--- src/rtl/adc_capture_avg.sv ---
// adc_capture_avg: receive-side capture and accumulation of ADC conversions.
// Each trigger event discards the ADC pipeline latency, then captures SAMPLES
// conversions into a buffer. REPEATS trigger events are summed per run, and
// the host reads the sums back through a registered read port.
module adc_capture_avg #(
  parameter int SAMPLES  = 16,
  parameter int PIPE_LAT = 7,
  parameter int REPEATS  = 5,
  parameter int ACC_W    = 17
) (
  input  logic             clk,
  input  logic             rst,
  input  logic             adc_clk,
  input  logic [13:0]      bn,
  input  logic             start,
  input  logic             trig,
  input  logic [7:0]       rd_addr,
  output logic [ACC_W-1:0] rd_data,
  output logic             busy,
  output logic             done,
  output logic             trig_err
);

  localparam int AW = (SAMPLES > 1) ? $clog2(SAMPLES) : 1;
  localparam int RW = 3;   // rep_cnt spans 0..7
  localparam int SW = 5;   // skip_cnt spans 0..31

  typedef enum logic [2:0] {
    S_IDLE = 3'd0,
    S_ARM  = 3'd1,
    S_SKIP = 3'd2,
    S_ACQ  = 3'd3,
    S_NEXT = 3'd4,
    S_DONE = 3'd5
  } state_t;

  state_t            state_q, state_d;
  logic [RW-1:0]     rep_q, rep_d;
  logic [SW-1:0]     skip_q, skip_d;
  logic [AW-1:0]     idx_q, idx_d;
  logic              trig_err_q, trig_err_d;
  logic              adc_clk_d_q;
  logic              stb;
  logic              wr_en;
  logic [ACC_W-1:0]  wr_data;
  logic [ACC_W-1:0]  acc_old;
  logic [ACC_W-1:0]  rd_data_q;
  logic [AW-1:0]     rd_idx;
  logic              rd_ok;
  logic              trig_late;
  logic              unused_rd_addr;

  logic [ACC_W-1:0]  mem [0:SAMPLES-1];

  // Capture strobe marks the 1->0 transition of adc_clk; bn is taken in
  // the same clk cycle the strobe is high.
  assign stb = adc_clk_d_q & ~adc_clk;

  // Upper read-address bits beyond the buffer depth are don't-care.
  assign rd_idx         = rd_addr[AW-1:0];
  assign rd_ok          = (int'(rd_idx) < SAMPLES);
  assign unused_rd_addr = &{1'b0, rd_addr};

  // Current buffer word feeding the read-modify-write accumulation.
  assign acc_old = mem[idx_q];

  // A trigger outside ARM/IDLE is a protocol error; it never moves the FSM.
  assign trig_late = trig & ((state_q == S_SKIP) | (state_q == S_ACQ) |
                             (state_q == S_NEXT) | (state_q == S_DONE));

  // Delay adc_clk by one cycle for edge detection (no reset needed: the
  // FSM ignores strobes until a trigger has been accepted).
  always_ff @(posedge clk) begin
    adc_clk_d_q <= adc_clk;
  end

  // Control state register with synchronous reset.
  always_ff @(posedge clk) begin
    if (rst) begin
      state_q    <= S_IDLE;
      rep_q      <= '0;
      skip_q     <= '0;
      idx_q      <= '0;
      trig_err_q <= 1'b0;
    end else begin
      state_q    <= state_d;
      rep_q      <= rep_d;
      skip_q     <= skip_d;
      idx_q      <= idx_d;
      trig_err_q <= trig_err_d;
    end
  end

  // Next-state logic: start always (re)arms a run and wins over trig;
  // otherwise walk ARM -> SKIP -> ACQ -> NEXT per trigger event.
  always_comb begin
    state_d    = state_q;
    rep_d      = rep_q;
    skip_d     = skip_q;
    idx_d      = idx_q;
    trig_err_d = trig_err_q;
    wr_en      = 1'b0;
    wr_data    = '0;

    if (start) begin
      // Buffer is left alone: repeat 0 overwrites every entry.
      state_d    = S_ARM;
      rep_d      = '0;
      skip_d     = '0;
      idx_d      = '0;
      trig_err_d = 1'b0;
    end else begin
      if (trig_late) begin
        trig_err_d = 1'b1;
      end

      unique case (state_q)
        S_IDLE: begin
          // Waits for start; a stray trigger here is harmless.
        end

        S_ARM: begin
          if (trig) begin
            skip_d = '0;
            idx_d  = '0;
            state_d = (PIPE_LAT == 0) ? S_ACQ : S_SKIP;
          end
        end

        S_SKIP: begin
          if (stb) begin
            skip_d = skip_q + SW'(1);
            if (skip_q == SW'(PIPE_LAT - 1)) begin
              idx_d   = '0;
              state_d = S_ACQ;
            end
          end
        end

        S_ACQ: begin
          if (stb) begin
            wr_en = 1'b1;
            // First repeat overwrites so stale data never needs clearing.
            if (rep_q == '0) begin
              wr_data = ACC_W'(bn);
            end else begin
              wr_data = acc_old + ACC_W'(bn);
            end
            if (idx_q == AW'(SAMPLES - 1)) begin
              state_d = S_NEXT;
            end else begin
              idx_d = idx_q + AW'(1);
            end
          end
        end

        S_NEXT: begin
          if (rep_q == RW'(REPEATS - 1)) begin
            state_d = S_DONE;
          end else begin
            rep_d   = rep_q + RW'(1);
            state_d = S_ARM;
          end
        end

        S_DONE: begin
          // Holds the finished buffer until the next start.
        end

        default: begin
          state_d = S_IDLE;
        end
      endcase
    end
  end

  // Sample buffer write port; contents are not reset.
  always_ff @(posedge clk) begin
    if (wr_en) begin
      mem[idx_q] <= wr_data;
    end
  end

  // Registered read port: one cycle latency, old data on a same-index write.
  always_ff @(posedge clk) begin
    if (rst) begin
      rd_data_q <= '0;
    end else if (rd_ok) begin
      rd_data_q <= mem[rd_idx];
    end else begin
      rd_data_q <= '0;
    end
  end

  assign rd_data  = rd_data_q;
  assign busy     = (state_q != S_IDLE) && (state_q != S_DONE);
  assign done     = (state_q == S_DONE);
  assign trig_err = trig_err_q;

endmodule

--- config.mk ---
export PLATFORM = sky130hd
export DESIGN_NAME = adc_capture_avg
export DESIGN_NICKNAME = d
export VERILOG_FILES = /design/src/rtl/adc_capture_avg.sv
export SDC_FILE = /design/constraint.sdc
export NUM_CORES = 1
export LEC_CHECK = 0
export CORE_MARGIN = 2
export CORE_UTILIZATION = 60
export DETAILED_ROUTE_END_ITERATION = 8
export GPL_ROUTABILITY_DRIVEN = 0
export PLACE_DENSITY = 0.8
export SLEW_MARGIN = 20
export SYNTH_ARGS = -nofsm -noshare
export SYNTH_HDL_FRONTEND = slang
export SYNTH_SLANG_ARGS = --single-unit
export TNS_END_PERCENT = 1
--- constraint.sdc ---
create_clock -name clk -period 8.9 [get_ports clk]
set_clock_uncertainty 0.1 [all_clocks]
set_input_delay 1.78 -clock clk [delete_from_list [all_inputs] [get_ports clk]]
set_output_delay 1.78 -clock clk [all_outputs]
set_load 0.01 [all_outputs]
# ---- Word-level counts from Yosys, hierarchy flattened
# Memories as Yosys holds them, arrays and structs flattened. A register that Yosys moved wholly into a read port is not among the register bits.
# Index checks and enable logic that the tools add are counted.
dict set report word_totals {
  reg_bits 17
  memories 1
  output_inout_bits 20
  ramBits 272
  inputBits 27
}
dict set report op_classes {
  n_bitwise 8
  n_mux 28
  reduce_logical 13
  n_eq_ne 21
  addsub 4
}
# memory words word_bits rd rd_clocked_by_memory_dff write_ports line
set memory_table {}
lappend memory_table {mem 16 17 2 2 1 53} ;# logic [ACC_W-1:0] mem [0:SAMPLES-1];
# op count
set op_table {}
lappend op_table {{17-bit 2-to-1 mux} 4}
lappend op_table {{4-bit 2-to-1 mux} 7}
lappend op_table {{3-bit 2-to-1 mux} 6}
lappend op_table {{6-bit AND reduction} 3}
lappend op_table {{17-bit by 14-bit adder with 17-bit output} 1}
lappend op_table {{3-bit case mux with 5 select lines} 1}
lappend op_table {{3-bit inequality test (second input constant)} 4}
lappend op_table {{4-bit case mux with 3 select lines} 1}
lappend op_table {{5-bit 2-to-1 mux} 2}
lappend op_table {{5-bit case mux with 2 select lines} 1}
lappend op_table {{3-bit equality test (second input constant)} 3}
lappend op_table {{2-bit inequality test (second input constant)} 4}
lappend op_table {{3-bit by 2-bit equality test with 1-bit output (second input constant)} 2}
lappend op_table {{3-bit zero test} 2}
lappend op_table {{1-bit 2-to-1 mux} 6}
lappend op_table {{2-bit by 1-bit inequality test with 1-bit output (second input constant)} 3}
lappend op_table {{3-bit by 2-bit inequality test with 1-bit output (second input constant)} 2}
lappend op_table {{3-bit nonzero test} 2}
lappend op_table {{5-bit by 1-bit adder with 5-bit output (second input constant)} 1}
lappend op_table {{5-bit by 3-bit equality test with 1-bit output (second input constant)} 1}
lappend op_table {{4-bit by 1-bit adder with 4-bit output (second input constant)} 1}
lappend op_table {{4-bit equality test (second input constant)} 1}
lappend op_table {{2-bit OR reduction} 2}
lappend op_table {{3-bit by 1-bit adder with 3-bit output (second input constant)} 1}
lappend op_table {{8 further kinds} 13}

# ---- Longest topological paths before layout
dict set report depth {
  word_depth 7
  ltp_mapped 13
}

# ---- Worst setup path after synthesis
# No wires, ideal clock.
dict set report synth_timing {
  path_type {input to register}
  start {in adc_clk}
  end {mem mem[3][0] (enable)}
  setup_slack_ns 4.198
  path_stages 5
  arrival_ns 4.168
  required_time_ns 8.365
  setup_time_ns 0.435
  cell_sequence {nand3b_1 > nor2_1 > nand3b_1 > clkbuf_1 > nor4_1}
}
dict set report synth_between {
  elab_chain_cells 7
}
# element line
set synth_rtl {}
lappend synth_rtl {{start: declaration} 13} ;# input logic adc_clk,
lappend synth_rtl {{1-bit NOT} 57} ;# assign stb = adc_clk_d_q & ~adc_clk;
lappend synth_rtl {{1-bit AND} 57}
lappend synth_rtl {{1-bit 2-to-1 mux} 141} ;# if (stb) begin
lappend synth_rtl {{1-bit 2-to-1 mux} 117} ;# unique case (state_q)
lappend synth_rtl {{1-bit 2-to-1 mux} 105} ;# if (start) begin
lappend synth_rtl {{1-bit 2-to-1 mux} 179} ;# if (wr_en) begin
lappend synth_rtl {{1-bit 2-to-1 mux (implied by the code)} 180} ;# mem[idx_q] <= wr_data;
lappend synth_rtl {{end: declaration} 53}
# Every way passes these cells.

==> flow_summary_export.csv <==
group,metric,value,unit
status,status,"complete, no violations",
finish,final_cells,1220,
die,die_h,161,microns
critical_path,cp.required,8.96,ns
grt,grt-ovfl-total,0,
clock_network,numCtsBuffers,34,
timing,setup_viol,0,
route,wl,36600,microns
placed_design,dp.cells,1159,
finish,fin_nets,921,
power,ir_drop,0.188,mV
synthesis,synth_ff_type,"edfxtp_1",
synthesis,syn_inst,818,
clock_network,worstSkewPairLatency,0.51,ns
synthesis,ys_seq_area_frac,0.604,
synthesis,yosysTopAreaCell,"edfxtp_1",
critical_path,cpMaxStageDelayCell,"dfxtp_4",
route,vias,8765,
clock_network,clockBufferDepth,3,
grt,grt_usage,0.292,
finish,regArea,8930,sq um
grt,grt_pass1_vias,9128,
timing,tns,0,ns
route,routedWlPerCell,30.0,microns
placed_design,port_buffers,42,
route,drtIter0Drc,1358,
clock_network,clk_pin_slew,0.06,ns
grt,grt.met2_usage,0.480,
synthesis,ys_ff_latch,310,
die,dieArea,25900,sq um
critical_path,crit_fanout,35,
synthesis,yosys-top-cells-area,"edfxtp_1 55%, mux4_2 25%, dfxtp_1 5.1%",
timing,holdWs,0.416,ns
timing,hold_viol_final,0,
finish,final_util,0.690,
clock_network,cts_resized,0,
clock_network,post_cts_buffers,0,
hold_path,hp-class,"reg -> reg",
power,powerDensity,186,nW/um^2
timing,slew_headroom,0.212,
timing,fin_crit_sh,0.641,
grt,grt_pass1_wl,55300,microns
grt,top_usage_layer,"met2",
finish,fill_cells,1503,
die,initial_core_util,0.609,
clock_network,cts_tree,"built",
grt,antenna_found_initial,0,
die,dieWidth,161,microns
critical_path,criticalPathCategory,"reg -> reg",
die,core,24200,sq um
synthesis,synth_nets,868,
timing,timing.final.crit_period,5.70,ns
synthesis,synth_commonest_cells,"272 x edfxtp_1, 167 x mux4_2, 38 x dfxtp_1, 36 x nand2_1, 30 x clkbuf_1",
clock_network,numClockSinks,310,
timing,tightest_slew,1.18,ns
route,antenna_left,0,
synthesis,yosys_warnings,0,
finish,syn2layout_area_growth,13.2,%
grt,grt_max_degree,69,
timing,rsz0062_at_grt,"no",
clock_network,hold_buffers,0,
synthesis,synth_top_area_frac,0.553,
clock_network,root_buffer,"clkbuf_16",
power,leakage,5.49,nW
critical_path,cp_num_buf_inv,1,
synthesis,yosysUniqueCellTypes,56,
route,drc,0,
critical_path,end_kind,"register",
timing,maxSlewViolCount,0,
synthesis,synth.most_common_cell,"edfxtp_1",
placed_design,dpl.hpwl,21000,microns
critical_path,critPathArrivalTime,5.77,ns
die,rows,57,
critical_path,crit_chain,"buf_4, mux4_2, mux4_2, ha_1, nand2_1, or3_1, a21oi_1, o2111ai_1, a2111o_1, a21oi_1",
finish,n_antenna_cell,0,
clock_network,h-tree-depth,2,
die,ios,47,
grt,met1_usage,0.395,
critical_path,critical-path-top-delay-family,"compound AO/OA/AOI/OAI gates",
critical_path,cp-start-kind,"register",
synthesis,postSynthAreaPerCell,18.1,sq um
synthesis,synth_edf_count,272,
finish,final_layout_size_suffix_gt1_frac,0.291,
route,drt-vias-per-instance,7.18,
finish,multi_input_area,5560,sq um
synthesis,postSynth.asyncResetShare,0,
run,drv_cap,0,
timing,fmax,175,MHz
synthesis,netlist_area,14800,sq um
critical_path,critical-path-max-stage-delay,0.83,ns
route,first_pass_iters,8,
grt,met3_usage,0.0519,
-- registers in the layout, indices dropped and copies added (netlist names), named ones only --
register and cells:
skip_q 5, rd_data 17, idx_q 4, rep_q 3
state_q 3, adc_clk_d_q 1, mem 272, trig_err 1
-- layer usage --
metal	wire length (microns)	part of all wire
met1	13200	0.36
met2	18300	0.50
met3	3780	0.10
met4	1380	0.038
met5	0	0
-- metrics by stage --
stage               cell area (sq um)  power [mW]  setup slack (ns)
detailed placement              15600        1.71              3.25
global route                    16700        3.19              2.74
finish                          16700        3.11              3.20
CTS                             16700        3.13              3.18
floorplan                       14800        1.68              4.20
global placement                15600        1.71              3.47
-- final timing paths --
| path | slack, ns | depth (start not counted) | end | startpoint |
|---|---|---|---|---|
| hold / removal | 0.42 | 2 | trig_err | trig_err |
| hold reg to reg | 0.42 | 2 | trig_err | trig_err |
| setup reg to reg | 3.20 | 10 | mem[5][13] | register |
| setup / recovery | 3.20 | 10 | mem[5][13] | register |
-- layout make-up --
class	instances	area share
Clock buffer	47	0.0582
Clock inverter	14	0.00995
Inverter	13	0.00292
Multi-Input combinational cell	441	0.333
Sequential cell	310	0.534
Tap cell	324	0.0242
Timing Repair Buffer	71	0.0377
-- where the power goes --
part	leakage, nW	internal [mW]	switching, mW	total [mW]
sequential	2.92	1.56	0.00731	1.57
clock	0.562	0.881	0.552	1.43
combinational	2.01	0.0574	0.0552	0.113
total	5.49	2.50	0.615	3.11
-- worst register-to-register path, delay by kind of cell (launching register included) --
kind                       cells  cell delay (ns)
muxes                          2             1.11
buffers and inverters          1             0.74
and+or+nand+nor                2             0.57
adders and majority gates      1             0.41
DFF                            1             0.83
AOI/OAI and AO/OA              4             1.60
-- kinds of logic after synthesis --
logic type      synth area share
fa+ha+maj                 0.0200
xor+xnor                 0.00889
mux                        0.257
buf+inv                   0.0210
flops                      0.604
compound gates            0.0334
simple gates              0.0550
-- cell usage in the layout, fill, tap and decap left out, drive strengths merged, types with 3 or more instances in the layout --
master,count
inv,12
nor3,6
buf,31
nand3,15
a21o,8
ha,22
clkbuf,47
mux2i,4
o31ai,4
mux4,167
xor2,5
or3,3
nand4,6
nor2b,22
nand2b,6
nand2,36
a21oi,29
clkinv,11
a31oi,4
bufinv,4
o21ai,10
edfxtp,272
xnor2,10
and3,9
nor2,28
and2,11
dfxtp,38
clkdlybuf4s50,40
Power figures use the tool's default switching activity.
